**src/rtl/fetch_buffer.sv**
```systemverilog
// fetch_buffer: sequential instruction fetch with a credit-limited prefetch FIFO feeding decode.
// Define FETCH_MISALIGN_CHECK_EN to turn misaligned redirect targets into a misalign exception entry.

module fetch_buffer #(
   parameter logic [63:0] RESET_PC = 64'h0000_0000_8000_0000,
   parameter int unsigned DEPTH    = 4
) (
   input  logic        clk,
   input  logic        rst,
   output logic        imem_req_valid,
   input  logic        imem_req_ready,
   output logic [63:0] imem_req_addr,
   input  logic        imem_resp_valid,
   input  logic [31:0] imem_resp_data,
   input  logic        imem_resp_err,
   input  logic        redirect,
   input  logic [63:0] redirect_pc,
   output logic        out_valid,
   input  logic        out_ready,
   output logic [31:0] out_instr,
   output logic [63:0] out_pc,
   output logic        out_fault,
   output logic        out_misalign
);

   localparam int unsigned PW = $clog2(DEPTH);
   localparam int unsigned CW = PW + 1;

   typedef struct packed {
      logic [31:0] instr;
      logic [63:0] pc;
      logic        fault;
`ifdef FETCH_MISALIGN_CHECK_EN
      logic        misalign;
`endif
   } entry_t;

   entry_t        mem_q [DEPTH];
   entry_t        push_entry;
   entry_t        head;

   logic [PW-1:0] wr_ptr_q, wr_ptr_d;
   logic [PW-1:0] rd_ptr_q, rd_ptr_d;
   logic [CW-1:0] count_q, count_d;
   logic [CW-1:0] inflight_q, inflight_d;
   logic [CW-1:0] drop_cnt_q, drop_cnt_d;
   logic [63:0]   fetch_pc_q, fetch_pc_d;
   logic [63:0]   resp_pc_q, resp_pc_d;
   logic          halted_q, halted_d;

   logic          req_fire;
   logic          resp_keep;
   logic          push;
   logic          pop;
   logic          mis_redirect;
   logic [CW:0]   occupancy;

   // Credit rule: buffered entries plus outstanding requests never exceed DEPTH.
   assign occupancy      = {1'b0, count_q} + {1'b0, inflight_q};
   assign imem_req_valid = !rst && !redirect && !halted_q && (occupancy < (CW+1)'(DEPTH));
   assign imem_req_addr  = fetch_pc_q;
   assign req_fire       = imem_req_valid && imem_req_ready;

   assign resp_keep = imem_resp_valid && !redirect && !halted_q && (drop_cnt_q == '0);
   assign out_valid = (count_q != '0);
   assign pop       = out_valid && out_ready && !redirect;

`ifdef FETCH_MISALIGN_CHECK_EN
   logic        mis_pend_q;
   logic [63:0] mis_pc_q;
   logic        mis_push;

   assign mis_redirect = redirect && (redirect_pc[1:0] != 2'b00);
   // Halted is set alongside mis_pend_q, so this push never collides with a response push.
   assign mis_push     = mis_pend_q && !redirect;
   assign push         = resp_keep || mis_push;

   always_ff @(posedge clk or posedge rst) begin
      if (rst) begin
         mis_pend_q <= 1'b0;
         mis_pc_q   <= '0;
      end else begin
         mis_pend_q <= mis_redirect;
         if (mis_redirect) mis_pc_q <= redirect_pc;
      end
   end
`else
   logic unused_redirect_lsb;

   assign mis_redirect        = 1'b0;
   assign push                = resp_keep;
   assign unused_redirect_lsb = ^redirect_pc[1:0];
`endif

   always_comb begin
      push_entry       = '0;
      push_entry.instr = imem_resp_err ? 32'h0 : imem_resp_data;
      push_entry.pc    = resp_pc_q;
      push_entry.fault = imem_resp_err;
`ifdef FETCH_MISALIGN_CHECK_EN
      if (mis_push) begin
         push_entry.instr    = '0;
         push_entry.pc       = mis_pc_q;
         push_entry.fault    = 1'b0;
         push_entry.misalign = 1'b1;
      end
`endif
   end

   always_comb begin
      // NOTE: every next-state signal takes its hold value first, so no path can infer a latch.
      fetch_pc_d = fetch_pc_q;
      resp_pc_d  = resp_pc_q;
      drop_cnt_d = drop_cnt_q;
      halted_d   = halted_q;
      wr_ptr_d   = wr_ptr_q;
      rd_ptr_d   = rd_ptr_q;

      inflight_d = inflight_q + CW'(req_fire) - CW'(imem_resp_valid);
      count_d    = count_q + CW'(push) - CW'(pop);

      if (req_fire) fetch_pc_d = fetch_pc_q + 64'd4;
      if (imem_resp_valid && (drop_cnt_q != '0)) drop_cnt_d = drop_cnt_q - CW'(1);
      if (resp_keep) begin
         resp_pc_d = resp_pc_q + 64'd4;
         if (imem_resp_err) halted_d = 1'b1;
      end
      if (push) wr_ptr_d = wr_ptr_q + PW'(1);
      if (pop)  rd_ptr_d = rd_ptr_q + PW'(1);

      // Redirect wins: everything still in flight (minus this cycle's response) must be dropped.
      if (redirect) begin
         wr_ptr_d   = '0;
         rd_ptr_d   = '0;
         count_d    = '0;
         halted_d   = mis_redirect;
         fetch_pc_d = {redirect_pc[63:2], 2'b00};
         resp_pc_d  = {redirect_pc[63:2], 2'b00};
         drop_cnt_d = inflight_d;
      end
   end

   // NOTE: sequential state uses non-blocking assignments so every flop samples pre-edge values.
   always_ff @(posedge clk or posedge rst) begin
      if (rst) begin
         fetch_pc_q <= RESET_PC;
         resp_pc_q  <= RESET_PC;
         inflight_q <= '0;
         drop_cnt_q <= '0;
         halted_q   <= 1'b0;
         wr_ptr_q   <= '0;
         rd_ptr_q   <= '0;
         count_q    <= '0;
      end else begin
         fetch_pc_q <= fetch_pc_d;
         resp_pc_q  <= resp_pc_d;
         inflight_q <= inflight_d;
         drop_cnt_q <= drop_cnt_d;
         halted_q   <= halted_d;
         wr_ptr_q   <= wr_ptr_d;
         rd_ptr_q   <= rd_ptr_d;
         count_q    <= count_d;
      end
   end

   // NOTE: storage is deliberately not reset; entries are only observable through the reset count.
   always_ff @(posedge clk) begin
      if (push) mem_q[wr_ptr_q] <= push_entry;
   end

   assign head      = mem_q[rd_ptr_q];
   assign out_instr = out_valid ? head.instr : 32'h0;
   assign out_pc    = out_valid ? head.pc    : 64'h0;
   assign out_fault = out_valid && head.fault;
`ifdef FETCH_MISALIGN_CHECK_EN
   assign out_misalign = out_valid && head.misalign;
`else
   assign out_misalign = 1'b0;
`endif

endmodule
```
**config.mk**
```make
export PLATFORM = sky130hd
export DESIGN_NAME = fetch_buffer
export DESIGN_NICKNAME = d
export VERILOG_FILES = /design/src/rtl/fetch_buffer.sv
export SDC_FILE = /design/constraint.sdc
export NUM_CORES = 1
export LEC_CHECK = 0
export BUFFER_PORTS_ARGS = -buffer_cell sky130_fd_sc_hd__buf_2
export CELL_PAD_IN_SITES_DETAIL_PLACEMENT = 1
export CELL_PAD_IN_SITES_GLOBAL_PLACEMENT = 1
export CORE_MARGIN = 1.5
export CORE_UTILIZATION = 52
export CTS_CLUSTER_DIAMETER = 100
export DETAILED_ROUTE_END_ITERATION = 10
export HOLD_SLACK_MARGIN = 0.08
export PLACE_DENSITY_LB_ADDON = 0.1
export SLEW_MARGIN = 20
export SYNTH_ARGS = -nofsm -noshare
export SYNTH_HDL_FRONTEND = slang
export SYNTH_SLANG_ARGS = --single-unit
```
**constraint.sdc**
```tcl
create_clock -name clk -period 12.4 [get_ports clk]
set_clock_uncertainty 0.1 [all_clocks]
set_input_delay 1.86 -clock clk [delete_from_list [all_inputs] [get_ports clk]]
set_output_delay 1.86 -clock clk [all_outputs]
set_load 0.005 [all_outputs]
```
======== Word level (Yosys, flattened, before mapping) ========
Memories as Yosys holds them, arrays and structs flattened.
Cells that the tools add are included.
storage, ports and cells
  flip-flop bits (word level) ............. 142
  RAM bits ................................ 388
  output and inout bits ................... 164
  memories kept ........................... 1
memory list
  memory  depth  width  rd ports  clocked after Yosys merged registers in  wr ports  line  text
  mem_q   4      97     1         0                                        1         38    entry_t mem_q [DEPTH];
cells by class
  $add $sub $neg .......................... 10
  magnitude comparators ................... 1
  mux-type cells .......................... 19
  reductions and logical operators ........ 23
operators with widths
  cell                                                count
  2-to-1 mux 64 bit                                   5
  adder 64 x 3 -> 64 bit, second input constant       2
  2-to-1 mux 32 bit                                   2
  logical AND 1 bit                                   11
  nonzero test 2 bit                                  5
  2-to-1 mux 3 bit                                    3
  2-to-1 mux 2 bit                                    4
  adder 3 x 1 -> 3 bit                                2
  nonzero test 3 bit                                  2
  subtractor 3 x 1 -> 3 bit                           2
  2-to-1 mux 1 bit                                    5
  adder 2 x 1 -> 2 bit, second input constant         2
  adder 3 x 3 -> 4 bit                                1
  < comparator 4 x 3 -> 1 bit, second input constant  1
  zero test 1 bit                                     3
  zero test 3 bit                                     1
  subtractor 3 x 1 -> 3 bit, second input constant    1
  AND reduction 2 bit                                 1

======== Logic depth before layout (Yosys ltp) ========
  depth in word-level cells ............... 8
  mapped depth ............................ 14
  gate-level depth less buffers ........... 13

======== Least setup slack after synthesis ========
OpenSTA, ideal clock, no wires.
  path type ............................... input to register
  start point ............................. input port redirect
  end point ............................... memory mem_q[0][0] (netlist name) (enable)
  setup time .............................. 465 ps
  arrival time ............................ 4330 ps
  path slack .............................. 7506 ps
  cell stages on the path ................. 2
  cells stage by stage .................... nor2_1 > and3_1
between the ends
  cells in the longest elaborated chain, start to end .. 6
ends and longest elaborated chain
  what                                    line  text
  start, declared                         16    input logic redirect,
  zero test 1 bit                         64    assign resp_keep = imem_resp_valid && !redirect && !halted_q && (drop_cnt_q == '0);
  logical AND 1 bit (3 in series)         64
  2-to-1 mux 1 bit                        168   if (push) mem_q[wr_ptr_q] <= push_entry;
  2-to-1 mux 1 bit (implied by the code)  168
  end, declared                           38
Every way passes these cells.

======== Worst setup path in the final report ========
  start point ............................. register rd_ptr_q[0]
  end point ............................... output port out_pc[16]
between the ends
  cells in the longest elaborated chain, start to end .. 2
ends and longest elaborated chain
  what                      line  text
  start, declared           43    logic [PW-1:0] rd_ptr_q, rd_ptr_d;
  start signal, assigned    161   rd_ptr_q <= rd_ptr_d;
  memory read (4 x 97 bit)  n/a
  2-to-1 mux 64 bit         173   assign out_pc = out_valid ? head.pc : 64'h0;
  end, declared             21    output logic [63:0] out_pc,
Every way passes these cells.

==> summary.md <==
| Metric | Value |
|---|---|
| Startpoint Class | register |
| Slew HR | 0.2802 |
| Post-route ant nets | 0 |
| Post-route DRC | 0 |
| LEAKAGE | 9.693 nW |
| Num CTS Buffers | 53 |
| Nets | 2,002 |
| Syn Area/Cell | 14.18 sq um |
| Initial antenna violation count | 1 |
| Critical Path RT | 10.44 ns |
| Crit Path Max Fanout | 44 |
| Setup bufs post-CTS | 0 |
| Root buf cell | clkbuf_16 |
| Post-synth ARST share | 0.2664 |
| DIE HEIGHT | 213.4 um |
| Slew Viols, Final | 0 |
| Yosys cell types | 65 |
| Gpl congestion | 0.8909 |
| Synth cell count leaders | edfxtp_1 (380), dfrtp_1 (136), nand2_1 (123), and2_1 (108), mux4_2 (95) |
| Yosys top cell by area | edfxtp_1 |
| Syn Inst Count | 1,624 |
| Power Dens Cells | 181.5 mW/mm^2 |
| Final critical-path share of the clock period | 0.4637 |
| Outcome | finished, final reports clean |
| Hold Buf Count CTS | 0 |
| Synth top area cells | edfxtp_1 (50%), dfrtp_1 (15%), mux4_2 (9.3%), and2_1 (2.9%), nand2_1 (2.0%) |
| Gr ovfl total | 0 |
| Vias in the first global route | 16.33k |
| First-pass GRT wire length | 98,150 um |
| # resized after CTS | 0 |
| Largest net degree at the start of global routing | 99 |
| Final WL | 64,200 um |
| CP Data Arrival Time | 3.79 ns |
| Max Clock Freq | 0.1739 GHz |
| Sequential area share after synthesis | 0.6458 |
| Maxcap violations | 0 |
| Setup violators final | 0 |
| Worst Hold Class | reg -> reg |
| Hold Vio Cnt, Final | 0 |
| Boundary pin count | 267 |
| Std cell rows | 76 |
| Layout cells sized above 1 | 0.2601 |
| Sink Count | 518 |
| Die area | 0.04554 sq mm |
| DR iter-0 viols | 1,333 |
| Final setup TNS | 0 ns |
| H-tree depth | 2 |
| Yosys reg bits | 518 |
| Area Growth Syn to Fin | 16.70% |
| I/O Buffers | 259 |
| Most common cell in the netlist | edfxtp_1 |
| Critical path type | reg -> out |
| Worst-skew pair later-pin latency | 0.60 ns |
| Vias | 15.66k |
| Pin slew with the least headroom to its limit | 1.070 ns |
| Dpl hpwl | 41,920 um |
| Ys flop type | edfxtp_1 |
| CTS Buffer Depth | 3 |
| Post-synth EDFFs | 380 |
| Filler cells | 4,200 |
| Area of the mapped netlist | 0.02302 sq mm |
| CTS tree | built |
| Top-area cell type share of the netlist area | 0.4957 |
| Vias/cell | 6.233 |
| Element type at the critical path end | output port |
| DR WL/cell | 25.56 um |
| Synth warn | 0 |
| WHS | 0.4266 ns |
| Clock-pin slew on the worst setup and hold paths | 0.07 ns |
| Drt pass-1 iters | 5 |
| Die W | 213.4 um |
| Core box area | 0.04336 sq mm |
| Tmin final | 5.750 ns |
| Initial Util | 0.5309 |
| Unrepaired setup endpoints after global routing | no |
| Peak VDD IR | 123.7 uV |
| Total GRT Usage | 0.2882 |
metal layers:
metal	global-route usage	wire length, um	part of all wire
met2	0.4579	30550	0.48
met4	0.08232	1582	0.025
met1	0.4103	27690	0.43
met3	0.05404	4385	0.068
met5	0	0	0
cell families after synthesis:
family,count (synthesis),synth area share
AOI/OAI and AO/OA,182,0.05467
xor gates and xnor gates,42,0.01598
other,1,0.0001629
buffers and inverters,115,0.01995
and+or+nand+nor,636,0.1525
adders and majority gates,16,0.009348
muxes,114,0.1016
DFF,518,0.6458
sequential cells by signal, indices dropped and copies added (netlist names):
signal and cells:
rd_ptr_q 2, resp_pc_q 62, wr_ptr_q 2, halted_q 1, drop_cnt_q 3, imem_req_addr 62
count_q 3, mem_q 380, inflight_q 3
report_power, final:
part / total [mW] / leakage [nW] / internal, mW / switching (mW)
Combinational: 1.04 / 3.70 / 0.494 / 0.543
Clock: 1.71 / 0.896 / 1.02 / 0.690
Sequential: 2.13 / 5.10 / 1.98 / 0.146
Total: 4.88 / 9.69 / 3.50 / 1.38
metrics by stage:
step / utilization / total power [mW] / instance area [sq um] / std cells / worst slack (ns)
global route: 0.6196 / 5.082 / 26870 / 2512 / 6.295
finish: 0.6196 / 4.878 / 26870 / 2512 / 6.650
detailed placement: 0.5758 / 3.210 / 24970 / 2412 / 7.098
CTS: 0.6189 / 4.929 / 26840 / 2510 / 6.478
floorplan: - / 2.764 / 23040 / 1628 / 6.747
global placement: 0.5758 / 3.175 / 24970 / 2412 / 7.142
cell type report:
cell class / instances / area [sq um] / area share
Clock inverter: 32 / 452.9 / 0.01686
Multi-Input combinational cell: 995 / 7757 / 0.2887
Clock buffer: 66 / 1416 / 0.05272
Sequential cell: 518 / 14870 / 0.5536
Antenna cell: 1 / 2.502 / 0.00009314
Timing Repair Buffer: 285 / 1514 / 0.05635
Inverter: 30 / 117.6 / 0.004378
Tap cell: 585 / 732.0 / 0.02724
critical path, cell delays in order, from the launching register on:
cell and delay (ns):
dfrtp_4 0.58, buf_4 0.76, buf_4 0.83, mux4_2 0.60, and2_1 0.20, buf_2 0.15
worst paths after layout:
path,startpoint,to,slack (ns),cells past startpoint
worst min register to register,inflight_q[2]$_DFF_PP0_,inflight_q[2]$_DFF_PP0_,0.43,1
min in group asynchronous,rst,resp_pc_q[48]$_DFFE_PP0N_,1.32,2
worst max-delay path,rd_ptr_q[0]$_DFFE_PP0P_,out_pc[16],6.65,5
worst max register to register,count_q[2]$_DFF_PP0_,drop_cnt_q[2]$_DFFE_PP0P_,8.76,14
worst min-delay path,inflight_q[2]$_DFF_PP0_,inflight_q[2]$_DFF_PP0_,0.43,1
max in group asynchronous,rst,imem_req_addr[22]$_DFFE_PP0N_,9.46,3
cells in the final DEF (no fill, tap or decap), types with 7 or more instances in the layout:
master / synthesis / layout
clkbuf_1: 61 / 10
xnor2_1: 14 / 14
or4_1: 23 / 23
and2_1: 108 / 108
xor2_1: 28 / 28
nor2_1: 63 / 63
and3_1: 26 / 22
o311ai_0: 27 / 27
ha_1: 14 / 14
or3_1: 16 / 15
mux4_2: 95 / 95
bufinv_16: 0 / 10
edfxtp_1: 380 / 380
nand4_1: 73 / 73
and4_1: 13 / 13
a21oi_1: 12 / 12
nor3_1: 18 / 18
nor2b_1: 41 / 41
clkinv_1: 1 / 7
mux2_2: 8 / 8
nor4_1: 21 / 18
dfrtp_1: 136 / 134
o211ai_1: 34 / 34
buf_4: 6 / 26
inv_1: 29 / 27
mux2i_1: 11 / 11
nand2_1: 123 / 123
o21ai_0: 50 / 50
clkbuf_16: 0 / 54
a31oi_1: 19 / 19
buf_2: 2 / 258
nand3_1: 84 / 84
o31ai_1: 9 / 9
Power figures use the tool's default switching activity.
